### src/rtl/ps2_kbd_pkg.sv
// Shared scan-code constants, decoder state encoding and the Set-2 scan-to-ASCII lookup.
package ps2_kbd_pkg;

  localparam int unsigned SCAN_W = 8;
  localparam int unsigned CHAR_W = 7;

  localparam logic [SCAN_W-1:0] SC_BREAK  = 8'hF0;
  localparam logic [SCAN_W-1:0] SC_EXT    = 8'hE0;
  localparam logic [SCAN_W-1:0] SC_LSHIFT = 8'h12;
  localparam logic [SCAN_W-1:0] SC_RSHIFT = 8'h59;
  localparam logic [SCAN_W-1:0] SC_CAPS   = 8'h58;
  localparam logic [SCAN_W-1:0] SC_ENTER  = 8'h5A;
  localparam logic [SCAN_W-1:0] SC_BKSP   = 8'h66;
  localparam logic [SCAN_W-1:0] SC_SPACE  = 8'h29;
  localparam logic [SCAN_W-1:0] SC_BAT    = 8'hAA;
  localparam logic [SCAN_W-1:0] SC_ACK    = 8'hFA;
  localparam logic [SCAN_W-1:0] SC_RESEND = 8'hFE;
  localparam logic [SCAN_W-1:0] SC_ERR0   = 8'h00;
  localparam logic [SCAN_W-1:0] SC_ERRF   = 8'hFF;

  localparam logic [CHAR_W-1:0] CH_CR  = 7'h0D;
  localparam logic [CHAR_W-1:0] CH_DEL = 7'h7F;
  localparam logic [CHAR_W-1:0] CH_SP  = 7'h20;

  typedef enum logic [1:0] {
    ST_IDLE,
    ST_BRK,
    ST_EXT,
    ST_EXT_BRK
  } kbd_state_e;

  typedef struct packed {
    logic              hit;
    logic [CHAR_W-1:0] code;
  } kbd_char_t;

  // Keyboard housekeeping bytes that carry no key information outside a prefix.
  function automatic logic is_idle_noise(input logic [SCAN_W-1:0] scan);
    return (scan == SC_BAT) || (scan == SC_ACK) || (scan == SC_RESEND) ||
           (scan == SC_ERR0) || (scan == SC_ERRF);
  endfunction

  function automatic kbd_char_t scan_to_ascii(input logic [SCAN_W-1:0] scan,
                                              input logic upper, input logic sym);
    kbd_char_t   res;
    logic        is_letter;
    logic        is_digit;
    logic [4:0]  letter;
    logic [3:0]  digit;
    res       = '0;
    is_letter = 1'b0;
    is_digit  = 1'b0;
    letter    = '0;
    digit     = '0;
    case (scan)
      8'h1C: {is_letter, letter} = {1'b1, 5'd0};
      8'h32: {is_letter, letter} = {1'b1, 5'd1};
      8'h21: {is_letter, letter} = {1'b1, 5'd2};
      8'h23: {is_letter, letter} = {1'b1, 5'd3};
      8'h24: {is_letter, letter} = {1'b1, 5'd4};
      8'h2B: {is_letter, letter} = {1'b1, 5'd5};
      8'h34: {is_letter, letter} = {1'b1, 5'd6};
      8'h33: {is_letter, letter} = {1'b1, 5'd7};
      8'h43: {is_letter, letter} = {1'b1, 5'd8};
      8'h3B: {is_letter, letter} = {1'b1, 5'd9};
      8'h42: {is_letter, letter} = {1'b1, 5'd10};
      8'h4B: {is_letter, letter} = {1'b1, 5'd11};
      8'h3A: {is_letter, letter} = {1'b1, 5'd12};
      8'h31: {is_letter, letter} = {1'b1, 5'd13};
      8'h44: {is_letter, letter} = {1'b1, 5'd14};
      8'h4D: {is_letter, letter} = {1'b1, 5'd15};
      8'h15: {is_letter, letter} = {1'b1, 5'd16};
      8'h2D: {is_letter, letter} = {1'b1, 5'd17};
      8'h1B: {is_letter, letter} = {1'b1, 5'd18};
      8'h2C: {is_letter, letter} = {1'b1, 5'd19};
      8'h3C: {is_letter, letter} = {1'b1, 5'd20};
      8'h2A: {is_letter, letter} = {1'b1, 5'd21};
      8'h1D: {is_letter, letter} = {1'b1, 5'd22};
      8'h22: {is_letter, letter} = {1'b1, 5'd23};
      8'h35: {is_letter, letter} = {1'b1, 5'd24};
      8'h1A: {is_letter, letter} = {1'b1, 5'd25};
      8'h45: {is_digit, digit} = {1'b1, 4'd0};
      8'h16: {is_digit, digit} = {1'b1, 4'd1};
      8'h1E: {is_digit, digit} = {1'b1, 4'd2};
      8'h26: {is_digit, digit} = {1'b1, 4'd3};
      8'h25: {is_digit, digit} = {1'b1, 4'd4};
      8'h2E: {is_digit, digit} = {1'b1, 4'd5};
      8'h36: {is_digit, digit} = {1'b1, 4'd6};
      8'h3D: {is_digit, digit} = {1'b1, 4'd7};
      8'h3E: {is_digit, digit} = {1'b1, 4'd8};
      8'h46: {is_digit, digit} = {1'b1, 4'd9};
      default: ;
    endcase

    if (is_letter) begin
      res.hit  = 1'b1;
      res.code = (upper ? 7'h41 : 7'h61) + CHAR_W'(letter);
    end else if (is_digit) begin
      res.hit  = 1'b1;
      res.code = 7'h30 + CHAR_W'(digit);
      if (sym) begin
        case (digit)
          4'd0:    res.code = 7'h29;
          4'd1:    res.code = 7'h21;
          4'd2:    res.code = 7'h40;
          4'd3:    res.code = 7'h23;
          4'd4:    res.code = 7'h24;
          4'd5:    res.code = 7'h25;
          4'd6:    res.code = 7'h5E;
          4'd7:    res.code = 7'h26;
          4'd8:    res.code = 7'h2A;
          default: res.code = 7'h28;
        endcase
      end
    end else begin
      case (scan)
        SC_BKSP:  res = '{hit: 1'b1, code: CH_DEL};
        SC_ENTER: res = '{hit: 1'b1, code: CH_CR};
        SC_SPACE: res = '{hit: 1'b1, code: CH_SP};
        default:  res = '0;
      endcase
    end
    return res;
  endfunction

endpackage

### src/rtl/ps2_key_decoder_if.sv
// Scan-byte input, ASCII valid/ready output and key-state signals of the keyboard decoder.
interface ps2_key_decoder_if;
  import ps2_kbd_pkg::*;

  logic [SCAN_W-1:0] scan_code;
  logic              scan_valid;
  logic [CHAR_W-1:0] ascii_code;
  logic              ascii_valid;
  logic              ascii_ready;
  logic              caps_lock;
  logic              shift_held;
  logic              overflow;

  modport master (
    output scan_code, scan_valid, ascii_ready,
    input  ascii_code, ascii_valid, caps_lock, shift_held, overflow
  );

  modport slave (
    input  scan_code, scan_valid, ascii_ready,
    output ascii_code, ascii_valid, caps_lock, shift_held, overflow
  );
endinterface

### src/rtl/kbd_char_fifo.sv
// Small synchronous character FIFO; the head is held in a register so it keeps its
// last value once the FIFO drains.
module kbd_char_fifo #(
  parameter int unsigned WIDTH = 7,
  parameter int unsigned DEPTH = 4
) (
  input  logic             clk,
  input  logic             rst_n,
  input  logic             push,
  input  logic [WIDTH-1:0] wdata,
  input  logic             pop,
  output logic [WIDTH-1:0] rdata,
  output logic             full,
  output logic             empty
);
  localparam int unsigned AW = $clog2(DEPTH);
  localparam int unsigned CW = $clog2(DEPTH) + 1;

  logic [WIDTH-1:0] mem_q [DEPTH];
  logic [AW-1:0]    wr_ptr_q;
  logic [AW-1:0]    rd_ptr_q;
  logic [AW-1:0]    rd_ptr_d;
  logic [CW-1:0]    count_q;
  logic [CW-1:0]    count_d;
  logic [CW-1:0]    remain;
  logic [WIDTH-1:0] rdata_d;
  logic             do_push;
  logic             do_pop;

  // A push into a full FIFO is only taken when a pop frees a slot in the same cycle.
  always_comb begin
    do_pop   = pop && !empty;
    do_push  = push && (!full || do_pop);
    remain   = count_q - CW'(do_pop);
    count_d  = remain + CW'(do_push);
    rd_ptr_d = rd_ptr_q + AW'(do_pop);
    rdata_d  = rdata;
    if (remain != '0) begin
      rdata_d = mem_q[rd_ptr_d];
    end else if (do_push) begin
      rdata_d = wdata;
    end
  end

  always_ff @(posedge clk or negedge rst_n) begin
    if (!rst_n) begin
      wr_ptr_q <= '0;
      rd_ptr_q <= '0;
      count_q  <= '0;
      rdata    <= '0;
      empty    <= 1'b1;
      full     <= 1'b0;
    end else begin
      wr_ptr_q <= wr_ptr_q + AW'(do_push);
      rd_ptr_q <= rd_ptr_d;
      count_q  <= count_d;
      rdata    <= rdata_d;
      empty    <= (count_d == '0);
      full     <= (count_d == CW'(DEPTH));
    end
  end

  always_ff @(posedge clk) begin
    if (do_push) begin
      mem_q[wr_ptr_q] <= wdata;
    end
  end

endmodule

### src/rtl/ps2_key_decoder.sv
// PS/2 Set-2 scan-code decoder: prefix FSM, Shift/Caps tracking, one-entry decode stage
// and an output character FIFO with valid/ready handshake.
module ps2_key_decoder
  import ps2_kbd_pkg::*;
#(
  parameter int unsigned FIFO_DEPTH    = 4,
  parameter bit          SHIFT_SYMBOLS = 1'b1,
  parameter bit          CAPS_INIT     = 1'b0
) (
  input logic               clk,
  input logic               rst_n,
  ps2_key_decoder_if.slave  bus
);

  kbd_state_e state_q, state_d;
  logic       lshift_q, lshift_d;
  logic       rshift_q, rshift_d;
  logic       shift_held_q;
  logic       caps_q, caps_d;
  logic       caps_held_q, caps_held_d;
  kbd_char_t  stage_q, stage_d;
  kbd_char_t  lookup;
  logic       overflow_q;
  logic       fifo_full;
  logic       fifo_empty;
  logic       fifo_pop;

  // Next-state and key-state decode; case/symbol selection uses the pre-byte registers.
  always_comb begin
    state_d     = state_q;
    lshift_d    = lshift_q;
    rshift_d    = rshift_q;
    caps_d      = caps_q;
    caps_held_d = caps_held_q;
    stage_d     = '0;
    lookup      = scan_to_ascii(bus.scan_code, caps_q ^ shift_held_q,
                                SHIFT_SYMBOLS && shift_held_q);
    if (bus.scan_valid) begin
      if (bus.scan_code == SC_EXT) begin
        state_d = ST_EXT;
      end else if (bus.scan_code == SC_BREAK) begin
        state_d = (state_q == ST_EXT || state_q == ST_EXT_BRK) ? ST_EXT_BRK : ST_BRK;
      end else if (!(state_q == ST_IDLE && is_idle_noise(bus.scan_code))) begin
        state_d = ST_IDLE;
        case (state_q)
          ST_IDLE: begin
            if (bus.scan_code == SC_LSHIFT) begin
              lshift_d = 1'b1;
            end else if (bus.scan_code == SC_RSHIFT) begin
              rshift_d = 1'b1;
            end else if (bus.scan_code == SC_CAPS) begin
              if (!caps_held_q) begin
                caps_d = ~caps_q;
              end
              caps_held_d = 1'b1;
            end else begin
              stage_d = lookup;
            end
          end
          ST_BRK: begin
            if (bus.scan_code == SC_LSHIFT) begin
              lshift_d = 1'b0;
            end else if (bus.scan_code == SC_RSHIFT) begin
              rshift_d = 1'b0;
            end else if (bus.scan_code == SC_CAPS) begin
              caps_held_d = 1'b0;
            end
          end
          ST_EXT: begin
            if (bus.scan_code == SC_ENTER) begin
              stage_d = '{hit: 1'b1, code: CH_CR};
            end
          end
          default: ;
        endcase
      end
    end
  end

  always_ff @(posedge clk or negedge rst_n) begin
    if (!rst_n) begin
      state_q      <= ST_IDLE;
      lshift_q     <= 1'b0;
      rshift_q     <= 1'b0;
      shift_held_q <= 1'b0;
      caps_q       <= CAPS_INIT;
      caps_held_q  <= 1'b0;
      stage_q      <= '0;
      overflow_q   <= 1'b0;
    end else begin
      state_q      <= state_d;
      lshift_q     <= lshift_d;
      rshift_q     <= rshift_d;
      shift_held_q <= lshift_d | rshift_d;
      caps_q       <= caps_d;
      caps_held_q  <= caps_held_d;
      stage_q      <= stage_d;
      overflow_q   <= stage_q.hit && fifo_full && !fifo_pop;
    end
  end

  assign fifo_pop = bus.ascii_ready && !fifo_empty;

  kbd_char_fifo #(
    .WIDTH (CHAR_W),
    .DEPTH (FIFO_DEPTH)
  ) u_fifo (
    .clk   (clk),
    .rst_n (rst_n),
    .push  (stage_q.hit),
    .wdata (stage_q.code),
    .pop   (fifo_pop),
    .rdata (bus.ascii_code),
    .full  (fifo_full),
    .empty (fifo_empty)
  );

  assign bus.ascii_valid = ~fifo_empty;
  assign bus.caps_lock   = caps_q;
  assign bus.shift_held  = shift_held_q;
  assign bus.overflow    = overflow_q;

endmodule

### src/flat_wrapper.sv
// flat-port wrapper written by rule: the top's interface ports become plain ports
module ps2_key_decoder_flat import ps2_kbd_pkg::*;
#(
  parameter int unsigned FIFO_DEPTH    = 4,
  parameter bit          SHIFT_SYMBOLS = 1'b1,
  parameter bit          CAPS_INIT     = 1'b0
)
  (clk, rst_n, bus_scan_code, bus_scan_valid, bus_ascii_ready, bus_ascii_code, bus_ascii_valid, bus_caps_lock, bus_shift_held, bus_overflow);
  ps2_key_decoder_if bus_i ();
  input logic clk;
  input logic rst_n;
  input wire logic [$bits(bus_i.scan_code)-1:0] bus_scan_code;
  input wire logic [$bits(bus_i.scan_valid)-1:0] bus_scan_valid;
  input wire logic [$bits(bus_i.ascii_ready)-1:0] bus_ascii_ready;
  output wire logic [$bits(bus_i.ascii_code)-1:0] bus_ascii_code;
  output wire logic [$bits(bus_i.ascii_valid)-1:0] bus_ascii_valid;
  output wire logic [$bits(bus_i.caps_lock)-1:0] bus_caps_lock;
  output wire logic [$bits(bus_i.shift_held)-1:0] bus_shift_held;
  output wire logic [$bits(bus_i.overflow)-1:0] bus_overflow;
  assign bus_i.scan_code = bus_scan_code;
  assign bus_i.scan_valid = bus_scan_valid;
  assign bus_i.ascii_ready = bus_ascii_ready;
  assign bus_ascii_code = bus_i.ascii_code;
  assign bus_ascii_valid = bus_i.ascii_valid;
  assign bus_caps_lock = bus_i.caps_lock;
  assign bus_shift_held = bus_i.shift_held;
  assign bus_overflow = bus_i.overflow;
  ps2_key_decoder #(.FIFO_DEPTH(FIFO_DEPTH), .SHIFT_SYMBOLS(SHIFT_SYMBOLS), .CAPS_INIT(CAPS_INIT)) u_core (.clk(clk), .rst_n(rst_n), .bus(bus_i));
endmodule
### config.mk
export PLATFORM = sky130hd
export DESIGN_NAME = ps2_key_decoder_flat
export DESIGN_NICKNAME = d
export VERILOG_FILES = /design/src/rtl/ps2_kbd_pkg.sv /design/src/rtl/ps2_key_decoder_if.sv /design/src/rtl/kbd_char_fifo.sv /design/src/rtl/ps2_key_decoder.sv /design/src/flat_wrapper.sv
export SDC_FILE = /design/constraint.sdc
export NUM_CORES = 1
export LEC_CHECK = 0
export CAP_MARGIN = 20
export CORE_MARGIN = 4
export CORE_UTILIZATION = 54
export DETAILED_ROUTE_END_ITERATION = 10
export PLACE_DENSITY = 0.89
export SLEW_MARGIN = 40
export SYNTH_ARGS = -nofsm -noshare
export SYNTH_HDL_FRONTEND = slang
export SYNTH_SLANG_ARGS = --single-unit
### constraint.sdc
create_clock -name clk -period 2.2 [get_ports clk]
set_input_delay 0.44 -clock clk [delete_from_list [all_inputs] [get_ports clk]]
set_output_delay 0.44 -clock clk [all_outputs]
set_load 0.005 [all_outputs]
==> results of run 1 <==
==> placed cells by master, fill, tap and decap left out, types with 5 or more instances in the layout <==
master,synthesis,routed
a211oi_1,6,5
nand2_1,16,15
nor3_1,13,11
clkbuf_2,0,5
dfrtp_1,31,31
nor4_1,10,7
and3_1,6,6
nand3_1,6,6
o22ai_1,5,5
nand2b_1,8,8
mux4_2,7,7
ha_1,7,6
edfxtp_1,28,28
inv_1,17,17
mux2i_1,11,10
clkbuf_8,0,9
xnor2_1,5,5
o21ai_0,8,7
nor3b_1,6,6
nor2_1,25,25
clkdlybuf4s50_1,0,14
nand4_1,5,5
buf_4,1,87
or2_2,5,5
a21oi_1,15,14
a31oi_1,7,5
==> cells by family after synthesis <==
| group | Yosys count | share of synthesized area |
|---|---|---|
| buffers and inverters | 41 | 0.04935 |
| and+or+nand+nor | 131 | 0.2210 |
| muxes | 21 | 0.08495 |
| DFF | 60 | 0.4628 |
| AOI/OAI and AO/OA | 65 | 0.1297 |
| xor gates and xnor gates | 10 | 0.02467 |
| adders and majority gates | 8 | 0.02749 |
==> cell type report <==
| cell class | count | area (sq um) | area share |
|---|---|---|---|
| Multi-Input combinational cell | 235 | 1892 | 0.3842 |
| Sequential cell | 60 | 1643 | 0.3337 |
| Timing Repair Buffer | 117 | 991.0 | 0.2013 |
| Clock buffer | 9 | 123.9 | 0.02516 |
| Clock inverter | 7 | 113.9 | 0.02313 |
| Tap cell | 77 | 96.34 | 0.01957 |
| Inverter | 17 | 63.81 | 0.01296 |
==> worst max path at each step <==
stage | start | endpoint | slack, ns | depth (start not counted)
global route | bus_scan_code[3] | u_core.stage_q[5] | -0.05 | 10
floorplan | bus_scan_code[3] | u_core.stage_q[2] | 0.01 | 10
detailed placement | bus_scan_code[6] | u_core.stage_q[2] | -0.66 | 8
global placement | bus_scan_code[5] | u_core.bus.shift_held | -0.54 | 7
finish | bus_scan_code[3] | u_core.stage_q[5] | 0.003 | 10
CTS | bus_scan_code[6] | u_core.stage_q[2] | -0.01 | 7
==> worst max-delay path: cells and delay by family <==
family / cells / cell delay (ns)
buf+inv: 4 / 0.75
simple gates: 4 / 1.02
compound gates: 2 / 0.19
==> stage by stage <==
stage,total power [mW],TNS (ns),util,cells,worst slack (ns)
floorplan,2.210,0,-,336,0.01140
CTS,4.053,-0.01352,0.7572,520,-0.01352
finish,4.045,0,0.7754,522,0.002951
global route,4.270,-0.1272,0.7754,522,-0.04891
detailed placement,2.833,-7.152,0.6971,493,-0.6630
global placement,2.718,-5.679,0.6971,493,-0.5410
==> registers in the layout, indices dropped and copies added, names as in the netlist <==
signal                  count
u_core.u_fifo.empty         1
u_core.u_fifo.full          1
u_core.stage_q              8
u_core.bus.shift_held       1
u_core.bus.caps_lock        1
u_core.u_fifo.mem_q        28
u_core.lshift_q             1
u_core.u_fifo.rd_ptr_q      2
u_core.bus.overflow         1
u_core.state_q              2
u_core.caps_held_q          1
u_core.u_fifo.rdata         7
u_core.rshift_q             1
u_core.u_fifo.count_q       3
u_core.u_fifo.wr_ptr_q      2
==> repair_timing <==
item                       CTS  global route
setup buffers                9             2
hold buffers                 0             0
resized for setup           17            28
setup endpoints to repair   11             9
pin swaps                    5            11
gates cloned                 2             0
==> layer usage <==
metal	share of wire	vias up	routed length, microns	global-route usage
li1	-	1478	-	-
met1	0.38	1565	3751	0.3038
met2	0.52	132	5183	0.4676
met3	0.057	43	560	0.04977
met4	0.039	0	387	0.1394
met5	0	-	0	0
==> power breakdown <==
group	internal (mW)	leakage [nW]	switching [mW]
Combinational	0.771	1.33	0.649
Clock	0.750	0.123	0.424
Sequential	1.35	0.664	0.105
==> flow_summary.yaml, run 1 <==
status:
  status: "finished, final reports clean"
logic_synthesis:
  ys_ff_latch: 60
  synth_fp_nets: 355
  synth_area_per_cell_sq_um: 10.56
  synth-main-ff-cell: "dfrtp_1"
  synth.largest_area_cell: "edfxtp_1"
  syn_area_sq_um: 3550
  yosys_warnings: 0
  syn_inst: 336
  synth_edf_count: 28
  yosysSeqAreaShare: 0.4628
  synth.distinct_cells: 68
  ys_top_cells_by_area: "edfxtp_1 (24%), dfrtp_1 (22%), mux4_2 (4.4%), mux2i_1 (3.1%), nor2_1 (2.6%)"
  synth_common_cells: "dfrtp_1 (31), edfxtp_1 (28), nor2_1 (25)"
  synth.most_common_cell: "dfrtp_1"
  ys_async_sr_fraction: 0.5333
  netlist.area_leader.share: 0.2369
setup_path:
  startpoint_type: "input pin"
  r2r-end: "u_core.stage_q[5]"
  end_kind: "register"
  path_max_fanout: 10
  slowest_delay_ns: 0.33
  ff2ff_path_depth: 6
  crit_chain: "dlygate4sd2_1 -> buf_4 -> buf_4 -> nand2_1 -> a221oi_4 -> nor4_2 -> nand4_2 -> buf_4 -> nor4_1 -> a211oi_1"
  r2r_slack_ns: 0.07
  r2r_start: "u_core.state_q[0]"
  worstSetupPathType: "in -> reg"
  crit_top_cell: "buf_4"
  cp.required_ns: 2.40
  arrival_ns: 2.40
  slowest_stage: "nor4_2"
routing:
  vias_per_cell: 6.165
  drc: 0
  ant_nets: 0
  wl_per_cell_microns: 18.93
  drtIter0Drc: 221
  dr_total_vias: 3218
  routed_wl_microns: 9882
  firstDrtPassIters: 4
final_layout:
  stdcell_area_sq_um: 4923
  n_antenna_cell: 0
  nFillCells: 383
  syn_to_final_growth_pct: 38.70
  nets: 459
  drive_gt1_frac: 0.3663
place:
  gp_congestion: 0.9550
  portBuffers: 22
  place_area_sq_um: 4427
  place_hpwl_microns: 6963
cts:
  clk_pin_slew_worst_paths_ns: 0.07
  htreeDepth: 3
  cts_tree: "yes"
  cts_buffers: 9
  clk_path_buf_depth: 2
  insertion_delay_ns: 0.33
  cts_root_buffer: "clkbuf_8"
  clkSinkCount: 60
grt:
  grt_max_degree: 15
  grtUsageTotal: 0.2648
  overflow: 0
  grt_pass1_wl_microns: 15770
  first_global_vias: 3263
  antenna_found_initial: 0
timing:
  finalClockSkew_ns: 0.006460
  finalCriticalPeriod_ns: 2.197
  max_slew.worst_pin.slew_ns: 0.4906
  slew_viol_final: 0
  setup_viol: 0
  post-route-period-util: 0.9987
  hold_viol: 0
  fmax_mhz: 455.2
  hold-worst-slack_ns: 0.4366
  relSlewSlack: 0.6719
floorplan:
  die_h_microns: 89.08
  start_util: 0.5590
  die_w_microns: 89.08
  fp-row-count: 29
  die_area_sq_um: 7934
  core_sq_um: 6350
  num_io_pins: 23
power:
  irDropWorstVdd_v: 0.001007
  p_per_area_nw_per_um2: 821.7
  p_leak_nw: 2.114
flow_run:
  max-cap-violations: 0
hold_path:
  hold_class: "in -> async"
Note: power is estimated with default switching activity, not from simulation.
==> inputs of run 2 (changes only) <==
CORE_UTILIZATION = 30   (was 54)
CTS_CLUSTER_SIZE = 14   (was unset)
PLACE_DENSITY = 0.6   (was 0.89)
==> run 2 against run 1 <==
Compared with the run above: die area rose by 72%; hold slack improved by 0.060 ns; clock skew rose by 0.0014 ns; critical path depth fell by 3; global-route usage fell by 12 points; sequential share of layout area fell by 1.1 points; cell count rose by 11%; routed wire length fell by 3.7%; via count fell by 6.7%; critical endpoint is now u_core.stage_q[2]; largest cell class unchanged; largest power group unchanged.
==> flow_summary.yaml, run 2 (synthesis gave the netlist of run 1 again) <==
floorplan:
  die_area_sq_um: 13640
  fp-row-count: 39
  start_util: 0.3082
  core_sq_um: 11520
  die_w_microns: 116.8
  num_io_pins: 23
  die_h_microns: 116.8
setup_path:
  cp.required_ns: 2.39
  slowest_delay_ns: 0.55
  arrival_ns: 2.34
  crit_buf_inv: 1
  slowest_stage: "or4b_4"
  startpoint_type: "input pin"
  end_kind: "register"
  path_delay_family: "simple AND/OR/NAND/NOR gates"
  worstSetupPathType: "in -> reg"
  path_max_fanout: 6
  crit_chain: "dlygate4sd2_1 -> or4b_4 -> or3_4 -> and2_4 -> a31o_1 -> a221oi_2 -> a2111oi_2"
place:
  gp_congestion: 0.8572
  place_hpwl_microns: 6557
  place_area_sq_um: 4469
  portBuffers: 22
final_layout:
  final_cell_mix: "buf_4 (77), dfrtp_1 (31), edfxtp_1 (28)"
  drive_gt1_frac: 0.3781
  largest-register: "u_core.u_fifo.mem_q"
  stdcell_area_sq_um: 5097
  final_common_cell: "buf_4"
  final_util: 0.4426
  nFillCells: 1114
  syn_to_final_growth_pct: 43.60
  top_regs: "u_core.u_fifo.mem_q: 28 flops, u_core.stage_q: 8 flops, u_core.u_fifo.rdata: 7 flops"
  largest_reg_flops: 28
  n_antenna_cell: 0
  nets: 453
grt:
  grt_pass1_wl_microns: 15330
  overflow: 0
  grtUsageMet3: 0.02211
  grt_max_degree: 33
  first_global_vias: 3036
  grtUsageTotal: 0.1448
  grt_use_met2: 0.2450
  busiest_layer: "met2"
  gr-usage-met1: 0.1858
  antenna_found_initial: 0
power:
  fin_total_pwr_mw: 4.188
  irDropWorstVdd_v: 0.0004326
  p_leak_nw: 2.129
  p_per_area_nw_per_um2: 821.6
timing:
  finalClockSkew_ns: 0.007889
  hold-worst-slack_ns: 0.4969
  finalCriticalPeriod_ns: 2.151
  hold_viol: 0
  fmax_mhz: 465.0
  max_slew.worst_pin.slew_ns: 0.4305
  slew_viol_final: 0
  post-route-period-util: 0.9775
  setup_viol: 0
  rsz0062_at_grt: "yes"
  relSlewSlack: 0.7117
cts:
  cts_buffers: 9
  clk_pin_slew_worst_paths_ns: 0.06
  insertion_delay_ns: 0.32
  htreeDepth: 3
  cts_root_buffer: "clkbuf_16"
  clk_path_buf_depth: 2
  cts_tree: "yes"
  clkSinkCount: 60
routing:
  ant_nets: 0
  routed_wl_microns: 9513
  wl_per_cell_microns: 16.35
  firstDrtPassIters: 4
  drc: 0
  drtIter0Drc: 121
  vias_per_cell: 5.156
  dr_total_vias: 3001
status:
  status: "finished, final reports clean"
flow_run:
  max-cap-violations: 0
hold_path:
  hold_class: "reg -> reg"
[run 2: changes by cell type in the layout (fill, tap and decap cells not counted), sizes merged]
cell	change
clkinv	+1
buf	-6
inv	+1
clkbuf	-3
clkdlybuf4s15	+3
bufinv	-2
[run 2: timing repair]
action,4_1_cts,5_1_grt
gates resized for setup,28,31
pin swaps,10,9
buffers inserted,8,2
gates cloned,3,1
setup endpoints to repair,12,10
hold buffers,0,0
[run 2: worst paths after layout]
path	start	endpoint	slack, ns	cells after the start
max	bus_scan_code[5]	u_core.stage_q[2]	0.05	7
min	u_core.lshift_q	u_core.lshift_q	0.50	1
max reg2reg	u_core.state_q[0]	u_core.stage_q[5]	0.07	6
min reg2reg	u_core.lshift_q	u_core.lshift_q	0.50	1
max in group asynchronous	rst_n	u_core.u_fifo.empty	1.35	2
min in group asynchronous	rst_n	u_core.u_fifo.rdata[2]	0.52	2
[run 2: report_power, final]
group / total (mW) / internal [mW] / switching (mW)
Clock: 1.37 / 0.880 / 0.492
Sequential: 1.44 / 1.35 / 0.0907
Combinational: 1.38 / 0.774 / 0.604
[run 2: routing by layer]
metal  wire length (microns)  part of all wire
met2                    4804              0.50
met1                    4292              0.45
met4                     162             0.017
met3                     254             0.027
met5                       0                 0
[run 2: final cells by class]
cell class | count | area, sq um | area share
clock buffers | 9 | 225.2 | 0.04418
clock inverters | 7 | 73.82 | 0.01448
inverters | 17 | 63.81 | 0.01252
multi-input cells | 235 | 1949 | 0.3824
flip-flops and latches | 60 | 1643 | 0.3223
well taps | 143 | 178.9 | 0.03510
repair buffers | 111 | 963.4 | 0.1890
[run 2: stage by stage]
stage | setup slack, ns | setup TNS, ns | instances
floorplan | 0.01140 | 0 | 336
global placement | -0.5840 | -6.385 | 552
detailed placement | -0.6593 | -7.184 | 552
CTS | 0.02093 | 0 | 579
global route | -0.02409 | -0.08304 | 582
finish | 0.04949 | 0 | 582
